### src/rtl/regfile_write_arbiter_if.sv
// ============================================================================
// Module   : regfile_write_arbiter_if
// Function : Writer-side handshakes and register-file write port of the arbiter.
// Revision : 1.0 - initial release
// ============================================================================
`default_nettype none

interface regfile_write_arbiter_if #(
  parameter int DATA_W = 8,
  parameter int ADDR_W = 3
);
  logic              a_valid;
  logic              a_ready;
  logic [ADDR_W-1:0] a_addr;
  logic [DATA_W-1:0] a_data;
  logic              b_valid;
  logic              b_ready;
  logic [ADDR_W-1:0] b_addr;
  logic [DATA_W-1:0] b_data;
  logic              we3;
  logic [ADDR_W-1:0] wa3;
  logic [DATA_W-1:0] wd3;
  logic              busy;

  modport master (
    output a_valid, a_addr, a_data, b_valid, b_addr, b_data,
    input  a_ready, b_ready, we3, wa3, wd3, busy
  );

  modport slave (
    input  a_valid, a_addr, a_data, b_valid, b_addr, b_data,
    output a_ready, b_ready, we3, wa3, wd3, busy
  );
endinterface

`default_nettype wire

### src/rtl/regfile_write_arbiter.sv
// ============================================================================
// Module   : regfile_write_arbiter
// Function : Two small write FIFOs (ALU, load) sharing one register-file write
//            port; round-robin by default, fixed B priority with ARB_FIXED_PRIO_EN.
// Revision : 1.0 - initial release
// ============================================================================
`default_nettype none

module regfile_write_arbiter #(
  parameter int DATA_W = 8,
  parameter int ADDR_W = 3,
  parameter int DEPTH  = 2
) (
  input  logic                   clk,
  input  logic                   rst,
  regfile_write_arbiter_if.slave bus
);

  localparam int c_IDX_W = $clog2(DEPTH);
  localparam int c_PTR_W = c_IDX_W + 1;
  localparam int c_ENT_W = ADDR_W + DATA_W;

  logic [c_ENT_W-1:0] r_mem_a [DEPTH];
  logic [c_ENT_W-1:0] r_mem_b [DEPTH];
  logic [c_PTR_W-1:0] r_wp_a, r_rp_a, r_wp_b, r_rp_b;

  logic               r_we3;
  logic [ADDR_W-1:0]  r_wa3;
  logic [DATA_W-1:0]  r_wd3;

  logic               w_empty_a, w_empty_b, w_full_a, w_full_b;
  logic               w_push_a, w_push_b, w_grant_a, w_grant_b;
  logic [c_ENT_W-1:0] w_head;
  logic [ADDR_W-1:0]  w_head_addr;
  logic [DATA_W-1:0]  w_head_data;

  // Extra pointer MSB distinguishes full from empty when the index bits match.
  assign w_empty_a = (r_wp_a == r_rp_a);
  assign w_empty_b = (r_wp_b == r_rp_b);
  assign w_full_a  = (r_wp_a[c_PTR_W-1] != r_rp_a[c_PTR_W-1]) &&
                     (r_wp_a[c_IDX_W-1:0] == r_rp_a[c_IDX_W-1:0]);
  assign w_full_b  = (r_wp_b[c_PTR_W-1] != r_rp_b[c_PTR_W-1]) &&
                     (r_wp_b[c_IDX_W-1:0] == r_rp_b[c_IDX_W-1:0]);

  assign bus.a_ready = !w_full_a;
  assign bus.b_ready = !w_full_b;
  assign w_push_a    = bus.a_valid && !w_full_a;
  assign w_push_b    = bus.b_valid && !w_full_b;

`ifdef ARB_FIXED_PRIO_EN
  assign w_grant_b = !w_empty_b;
  assign w_grant_a = !w_empty_a && w_empty_b;
`else
  // r_last_b records which writer took the most recent grant (1 = B).
  logic r_last_b;

  assign w_grant_a = !w_empty_a && (w_empty_b || r_last_b);
  assign w_grant_b = !w_empty_b && (w_empty_a || !r_last_b);

  always_ff @(posedge clk) begin
    if (rst) begin
      r_last_b <= 1'b1;
    end else if (w_grant_a) begin
      r_last_b <= 1'b0;
    end else if (w_grant_b) begin
      r_last_b <= 1'b1;
    end
  end
`endif

  assign w_head      = w_grant_a ? r_mem_a[r_rp_a[c_IDX_W-1:0]]
                                 : r_mem_b[r_rp_b[c_IDX_W-1:0]];
  assign w_head_addr = w_head[c_ENT_W-1:DATA_W];
  assign w_head_data = w_head[DATA_W-1:0];

  always_ff @(posedge clk) begin
    if (w_push_a) begin
      r_mem_a[r_wp_a[c_IDX_W-1:0]] <= {bus.a_addr, bus.a_data};
    end
    if (w_push_b) begin
      r_mem_b[r_wp_b[c_IDX_W-1:0]] <= {bus.b_addr, bus.b_data};
    end
  end

  always_ff @(posedge clk) begin
    if (rst) begin
      r_wp_a <= '0;
      r_rp_a <= '0;
      r_wp_b <= '0;
      r_rp_b <= '0;
    end else begin
      if (w_push_a)  r_wp_a <= r_wp_a + c_PTR_W'(1);
      if (w_push_b)  r_wp_b <= r_wp_b + c_PTR_W'(1);
      if (w_grant_a) r_rp_a <= r_rp_a + c_PTR_W'(1);
      if (w_grant_b) r_rp_b <= r_rp_b + c_PTR_W'(1);
    end
  end

  // R0 grants still pop and update wa3/wd3, but never raise we3.
  always_ff @(posedge clk) begin
    if (rst) begin
      r_we3 <= 1'b0;
      r_wa3 <= '0;
      r_wd3 <= '0;
    end else if (w_grant_a || w_grant_b) begin
      r_we3 <= (w_head_addr != '0);
      r_wa3 <= w_head_addr;
      r_wd3 <= w_head_data;
    end else begin
      r_we3 <= 1'b0;
    end
  end

  assign bus.we3  = r_we3;
  assign bus.wa3  = r_wa3;
  assign bus.wd3  = r_wd3;
  assign bus.busy = !w_empty_a || !w_empty_b || r_we3;

endmodule

`default_nettype wire
### src/flat_wrapper.sv
// flat-port wrapper written by rule: the top's interface ports become plain ports
module regfile_write_arbiter_flat 
#(
  parameter int DATA_W = 8,
  parameter int ADDR_W = 3,
  parameter int DEPTH  = 2
)
  (clk, rst, bus_a_valid, bus_a_addr, bus_a_data, bus_b_valid, bus_b_addr, bus_b_data, bus_a_ready, bus_b_ready, bus_we3, bus_wa3, bus_wd3, bus_busy);
  regfile_write_arbiter_if #(.DATA_W(DATA_W), .ADDR_W(ADDR_W)) bus_i ();
  input  logic clk;
  input  logic rst;
  input wire logic [$bits(bus_i.a_valid)-1:0] bus_a_valid;
  input wire logic [$bits(bus_i.a_addr)-1:0] bus_a_addr;
  input wire logic [$bits(bus_i.a_data)-1:0] bus_a_data;
  input wire logic [$bits(bus_i.b_valid)-1:0] bus_b_valid;
  input wire logic [$bits(bus_i.b_addr)-1:0] bus_b_addr;
  input wire logic [$bits(bus_i.b_data)-1:0] bus_b_data;
  output wire logic [$bits(bus_i.a_ready)-1:0] bus_a_ready;
  output wire logic [$bits(bus_i.b_ready)-1:0] bus_b_ready;
  output wire logic [$bits(bus_i.we3)-1:0] bus_we3;
  output wire logic [$bits(bus_i.wa3)-1:0] bus_wa3;
  output wire logic [$bits(bus_i.wd3)-1:0] bus_wd3;
  output wire logic [$bits(bus_i.busy)-1:0] bus_busy;
  assign bus_i.a_valid = bus_a_valid;
  assign bus_i.a_addr = bus_a_addr;
  assign bus_i.a_data = bus_a_data;
  assign bus_i.b_valid = bus_b_valid;
  assign bus_i.b_addr = bus_b_addr;
  assign bus_i.b_data = bus_b_data;
  assign bus_a_ready = bus_i.a_ready;
  assign bus_b_ready = bus_i.b_ready;
  assign bus_we3 = bus_i.we3;
  assign bus_wa3 = bus_i.wa3;
  assign bus_wd3 = bus_i.wd3;
  assign bus_busy = bus_i.busy;
  regfile_write_arbiter #(.DATA_W(DATA_W), .ADDR_W(ADDR_W), .DEPTH(DEPTH)) u_core (.clk(clk), .rst(rst), .bus(bus_i));
endmodule
### config.mk
export PLATFORM = sky130hd
export DESIGN_NAME = regfile_write_arbiter_flat
export DESIGN_NICKNAME = d
export VERILOG_FILES = /design/src/rtl/regfile_write_arbiter_if.sv /design/src/rtl/regfile_write_arbiter.sv /design/src/flat_wrapper.sv
export SDC_FILE = /design/constraint.sdc
export NUM_CORES = 1
export LEC_CHECK = 0
export CAP_MARGIN = 20
export CELL_PAD_IN_SITES_DETAIL_PLACEMENT = 1
export CELL_PAD_IN_SITES_GLOBAL_PLACEMENT = 2
export CORE_MARGIN = 2
export CORE_UTILIZATION = 25
export CTS_CLUSTER_DIAMETER = 60
export CTS_CLUSTER_SIZE = 40
export DETAILED_ROUTE_END_ITERATION = 12
export GPL_TIMING_DRIVEN = 0
export HOLD_SLACK_MARGIN = 0.06
export PLACE_DENSITY_LB_ADDON = 0.1
export SETUP_SLACK_MARGIN = 0.15
export SLEW_MARGIN = 20
export SYNTH_ARGS = -nofsm -noshare
export SYNTH_HDL_FRONTEND = slang
export SYNTH_SLANG_ARGS = --single-unit
### constraint.sdc
create_clock -name clk -period 1.9 [get_ports clk]
set_clock_uncertainty 0.1 [all_clocks]
set_input_delay 0.57 -clock clk [delete_from_list [all_inputs] [get_ports clk]]
set_output_delay 0.57 -clock clk [all_outputs]
set_load 0.03 [all_outputs]
==> impl_metrics.csv, run 1 <==
group,metric,value,unit
min_path,hold-path-cell-count,2,
final_layout,drive_gt1_share,35.4,%
worst_setup_path,r2r-end,"u_core.bus.wa3[1]",
synth,yosys.area.top_type,"edfxtp_1",
placement,dp_slack,-0.667,ns
grt,grt_pass1_vias,1880,
grt,grt_max_degree,13,
final_layout,antennaDiodeCount,0,
pwr,seqPwrFrac,33.4,%
outcome,status,"complete, but fails checks",
pwr,p_int,4.23,mW
floorplan,core-area,10700,um^2
worst_setup_path,critPathMaxStageDelay,0.32,ns
sta,finalSetupTns,-0.443,ns
sta,finalCritPeriodShare,118,%
worst_setup_path,critPathBufInv,2,
grt,antenna_found_initial,0,
final_layout,area_growth,43.2,%
grt,overflow,0,
worst_setup_path,arrival,1.58,ns
clock_tree,clk_latency,0.34,ns
synth,synth_top_area_share,48.6,%
final_layout,fillCellCount,1160,
synth,ys_warn_count,0,
floorplan,rows,38,
floorplan,dieArea,11700,um^2
sta,min_period,2.25,ns
routing,drc_errors,0,
flow_run,drv_cap,0,
pwr,vdd_drop_max,666,uV
sta,setup_ws,-0.345,ns
sta,fmax,0.445,GHz
pwr,power_frac_comb,42.4,%
routing,firstDrtPassIters,4,
synth,avgSynthCellArea,14.3,um^2
outcome,violations,"negative setup slack",
placement,gp_congestion,0.709,
clock_tree,cts_tree,"built",
sta,relSlewSlack,62.1,%
sta,tightestPinTransition,0.569,ns
sta,rsz0062_at_grt,"true",
sta,final_hold_viol_count,0,
clock_tree,clock_path_buffers,2,
min_path,hp-start,"u_core.bus.wa3[0]",
pwr,power_leakage,1.35,nW
floorplan,start_util,25.3,%
worst_setup_path,required,1.23,ns
worst_setup_path,worstReg2RegStart,"u_core.r_wp_a[0]",
pwr,power.switching,2.32,mW
final_layout,multi_input_area,1040,um^2
worst_setup_path,worst-r2r-setup-slack,0.09,ns
clock_tree,cts_sinks,67,
sta,setup_violations,2,
routing,wl,6580,um
synth,syn-num-nets,216,
clock_tree,path_clk_slew,0.07,ns
synth,synth.area.top_cells,"edfxtp_1, dfxtp_1, mux2i_1, o221ai_2, nand3b_1",
routing,initialDrtViolationCount,38,
worst_setup_path,worst-r2r-cell-count,8,
placement,port-buffer-count,39,
routing,via_count,1732,
final_layout,fin_nets,278,
synth,synth_cell_types,30,
pwr,sw_frac_of_total,35.4,%
floorplan,pin_count,41,
synth,yosysSeqAreaShare,65.5,%
routing,ant_nets,0,
clock_tree,cts_hold_buf,0,
worst_setup_path,crit_family,"simple AND/OR/NAND/NOR gates",
routing,viasPerCell,4.36,
clock_tree,cts_root_buf,"clkbuf_8",
sta,slew_viol_final,0,
worst_setup_path,cp-end-kind,"output port",
worst_setup_path,cp_cell_sequence,"buf_6 -> xor2_4 -> nor4_4 -> nand2b_1 -> buf_6",
floorplan,fp.dieW,108,um
worst_setup_path,cp_slowest_cell,"dfxtp_2",
pwr,clkPwrFrac,24.2,%
final_layout,regArea,1800,um^2
clock_tree,h-tree-depth,3,
floorplan,die_y,108,um
grt,grt_pass1_wl,10100,um
placement,hpwlAfterDp,4490,um
worst_setup_path,cp-start-kind,"register",
worst_setup_path,crit_type,"register to output port",
final_layout,fin_cells,397,
synth,syn_area,2720,um^2
grt,grt_usage,11.9,%
synth,synth_seq_cells,67,
min_path,hold_class,"register to register",
worst_setup_path,worstPathMaxFanout,3,
clock_tree,cts_made_buffers,9,
pwr,powerDensity,1680,nW/um^2
worst_setup_path,critPathMostFrequentCell,"buf_6",
min_path,hold_end,"u_core.bus.wa3[0]",
routing,wire_per_inst,16.6,um
synth,synthCells,190,
placement,dp.cells,369,
-- cells by family after synthesis --
group / count (synthesis) / share of synthesized area, %
flops: 67 / 65.5
simple gates: 42 / 8.41
compound gates: 31 / 9.75
mux: 24 / 8.97
buf+inv: 14 / 2.71
xor+xnor: 12 / 4.69
-- synthesized netlist by cell type --
cell      number
xor2_2         3
nor2b_1        2
nand3b_1      10
buf_2          2
mux2i_1       21
xor2_1         5
buf_4          1
buf_6          2
nor4_1         1
a31oi_1        1
a32oi_1        1
o21ai_0        7
xnor2_1        4
buf_1          1
mux2_2         3
nor2_2         1
a21oi_1       10
edfxtp_1      44
or3_1          3
nor2_1        11
o211ai_1       2
or3_2          1
clkbuf_1       5
nand2b_1       2
inv_1          3
nand3_1        4
nor3_1         2
o221ai_2      10
dfxtp_1       23
nand2_1        5
-- flip-flops by register name, indices dropped and copies added (netlist names), named ones only --
signal,cells
u_core.r_mem_a,22
u_core.r_mem_b,22
u_core.bus.wd3,8
u_core.bus.wa3,3
u_core.r_rp_a,2
u_core.r_rp_b,2
u_core.r_wp_a,2
u_core.r_wp_b,2
u_core.bus.we3,1
u_core.r_last_b,1
-- cell type report --
cell class | instances | area share, %
plain buffers | 11 | 2.18
inverters | 3 | 0.289
multi-input cells | 109 | 26.7
clock buffers | 10 | 3.28
well taps | 140 | 4.50
repair buffers | 51 | 13.2
flip-flops and latches | 67 | 46.3
clock inverters | 6 | 3.53
-- power by group through the flow --
stage                     combinational (mW)  sequential (mW)  clock (mW)
final                                   2.78             2.19        1.58
after global routing                    3.02             2.24        1.69
after CTS                               2.58             2.18        1.64
after detailed placement                2.28             2.16           0
after global placement                  2.27             2.15           0
after floorplan                         1.40             2.27           0
-- cell usage in the layout, fill, tap and decap left out, types with 5 or more instances in the layout --
master,instances
a21oi_1,9
buf_4,8
buf_6,6
clkbuf_1,5
clkbuf_2,6
clkbuf_8,9
clkdlybuf4s15_2,7
clkdlybuf4s50_1,24
dfxtp_1,15
dfxtp_4,5
edfxtp_1,44
mux2i_1,21
nand3b_1,10
nor2_1,9
o221ai_2,10
-- per-layer routing --
| layer | share of wire [%] | vias up | track usage [%] |
|---|---|---|---|
| met3 | 4.1 | 9 | 3.56 |
| met5 | 0 | - | 0 |
| met4 | 1.6 | 0 | 4.95 |
| li1 | - | 839 | - |
| met2 | 51 | 31 | 21.0 |
| met1 | 44 | 853 | 13.5 |
-- worst reg2reg max path, stage by stage, from the launching register on --
cell and delay, ns:
dfxtp_2 0.32, buf_6 0.12, xor2_4 0.19, buf_4 0.14
buf_6 0.11, nor2_2 0.05, or3_4 0.36, clkbuf_16 0.18
o221ai_2 0.17
-- worst max path at each step --
stage,endpoint,slack [ns],start,cells after the start
6_report,bus_busy,-0.35,u_core.r_wp_a[0],5
5_1_grt,bus_busy,-0.43,u_core.r_wp_a[0],5
4_1_cts,bus_busy,-0.38,u_core.r_wp_a[0],5
3_5_place_dp,u_core.r_mem_b[0][5],-0.67,bus_b_valid,3
3_3_place_gp,u_core.r_mem_b[0][2],-0.64,bus_b_valid,3
2_1_floorplan,bus_busy,0.05,u_core.r_wp_b[0],4
-- timing repair --
item | CTS | global route
cloned | 0 | 1
buffers inserted | 7 | 4
gates resized for setup | 78 | 28
pin swaps | 6 | 6
setup endpoints to repair | 71 | 32
-- per-stage QoR --
stage	utilization, %	area, um^2	power (mW)	hold WS (ns)
final	36.3	3900	6.55	0.375
after global placement	30.8	3310	4.43	0.353
after CTS	35.3	3790	6.39	0.380
after detailed placement	30.8	3310	4.44	0.357
after global routing	36.3	3900	6.95	0.394
after floorplan	-	2750	3.67	0.400
Power figures use the tool's default switching activity.
==> inputs of run 2 (changes only) <==
CORE_ASPECT_RATIO = 1.4   (was default)
==> run 2 against run 1 <==
Net effect:
- critical endpoint unchanged
- maximum frequency is 4.6% higher
- the run still ends with negative setup slack left
- critical path type unchanged
- routed wire length decreased by 2.1%
- sequential power hardly changed
- non-clock buffer count decreased by 4
- via count fell by 0.87%
==> impl_metrics.csv, run 2 (synthesized netlist as in run 1, its figures left out) <==
group,metric,value,unit
floorplan,die_y,127,um
worst_setup_path,required,1.23,ns
clock_tree,cts_made_buffers,9,
floorplan,start_util,25.3,%
worst_setup_path,cp-end-kind,"output port",
final_layout,antennaDiodeCount,0,
grt,grt_usage,11.8,%
sta,min_period,2.15,ns
worst_setup_path,arrival,1.48,ns
pwr,powerDensity,1670,nW/um^2
sta,hold_ws,0.366,ns
placement,port-buffer-count,39,
sta,relSlewSlack,61.3,%
clock_tree,cts_hold_buf,0,
placement,hpwlAfterDp,4440,um
routing,firstDrtPassIters,4,
placement,gp_congestion,0.652,
flow_run,drv_cap,0,
final_layout,final_common_cell,"edfxtp_1",
routing,ant_nets,0,
min_path,hold_class,"register to register",
routing,viasPerCell,4.36,
sta,slew_viol_final,0,
routing,wl,6440,um
grt,grt_max_degree,12,
pwr,vdd_drop_max,726,uV
grt,grt_pass1_vias,1888,
clock_tree,clock_path_buffers,2,
worst_setup_path,cp-start-kind,"register",
placement,dp_slack,-0.657,ns
worst_setup_path,worstPathMaxFanout,3,
worst_setup_path,crit_type,"register to output port",
routing,drc_errors,0,
clock_tree,cts_root_buf,"clkbuf_16",
routing,via_count,1717,
final_layout,design_area,3820,um^2
clock_tree,path_clk_slew,0.05,ns
floorplan,core-area,10800,um^2
floorplan,fp.dieW,92.2,um
grt,overflow,0,
floorplan,pin_count,41,
clock_tree,cts_sinks,67,
sta,tightestPinTransition,0.580,ns
grt,grt_pass1_wl,10200,um
clock_tree,clk_latency,0.33,ns
outcome,violations,"negative setup slack",
clock_tree,cts_tree,"built",
worst_setup_path,worst-r2r-setup-slack,0.08,ns
clock_tree,h-tree-depth,3,
sta,finalCritPeriodShare,113,%
routing,initialDrtViolationCount,53,
placement,place_area,3310,um^2
outcome,status,"complete, but fails checks",
sta,setup_ws,-0.247,ns
grt,antenna_found_initial,0,
final_layout,drive_gt1_share,30.8,%
pwr,power_leakage,1.32,nW
sta,fmax,0.466,GHz
floorplan,dieArea,11700,um^2
routing,wire_per_inst,16.3,um
sta,final_hold_viol_count,0,
floorplan,rows,45,
final_layout,fillCellCount,1130,
sta,setup_violations,2,
sta,rsz0062_at_grt,"true",
final_layout,mostFrequentLayoutCells,"edfxtp_1, clkdlybuf4s50_1, mux2i_1",
final_layout,fin_nets,274,
final_layout,area_growth,40.6,%
==> run 2: routing by layer <==
metal / track usage, % / wire length [um] / vias to the layer above / part of all wire (%)
li1: - / - / 828 / -
met1: 13.6 / 2640 / 847 / 41
met2: 20.5 / 3430 / 35 / 53
met3: 3.13 / 263 / 7 / 4.1
met4: 5.27 / 103 / 0 / 1.6
met5: 0 / 0 / - / 0
==> run 2: through the flow <==
stage / TNS, ns / total power [mW] / util [%] / std cells
global placement: -15.75 / 4.42 / 30.8 / 370
finish: -0.393 / 6.37 / 35.6 / 394
global route: -0.540 / 6.77 / 35.6 / 394
floorplan: 0 / 3.67 / - / 190
CTS: -0.416 / 6.37 / 35.2 / 392
detailed placement: -16.14 / 4.43 / 30.8 / 370
==> run 2: what timing repair did <==
item / CTS / global route
resized for setup: 68 / 21
cloned: 0 / 1
endpoints found under the setup margin: 70 / 35
setup buffers: 6 / 1
pin swaps: 8 / 3
hold endpoints to repair: 0 / 0
==> run 2: final timing paths <==
kind	startpoint	to	cells past startpoint
worst min-delay path	u_core.bus.wa3[0]	u_core.bus.wa3[0]	2
worst max-delay path	u_core.r_wp_a[0]	bus_busy	5
worst max register to register	u_core.r_wp_a[0]	u_core.bus.wa3[2]	8
worst min register to register	u_core.bus.wa3[0]	u_core.bus.wa3[0]	2
==> run 2: layout make-up <==
| class | instances | area (um^2) | share of cell area, % |
|---|---|---|---|
| Buffer | 11 | 82.6 | 2.16 |
| Timing Repair Buffer | 47 | 463 | 12.1 |
| Inverter | 3 | 11.3 | 0.294 |
| Tap cell | 141 | 176 | 4.61 |
| Clock inverter | 6 | 56.3 | 1.47 |
| Sequential cell | 67 | 1800 | 47.0 |
| Multi-Input combinational cell | 109 | 1010 | 26.4 |
| Clock buffer | 10 | 229 | 5.99 |
==> run 2: power breakdown <==
group | switching, mW | total, mW | internal (mW)
clock | 0.584 | 1.59 | 1.00
combinational | 1.46 | 2.61 | 1.15
sequential | 0.232 | 2.18 | 1.95
==> run 2: worst max-delay path: stages, from the launching register on <==
cell and delay [ns]:
dfxtp_1 0.30, buf_6 0.13, xor2_4 0.16, nor4_4 0.31, nand2b_1 0.11, buf_6 0.15
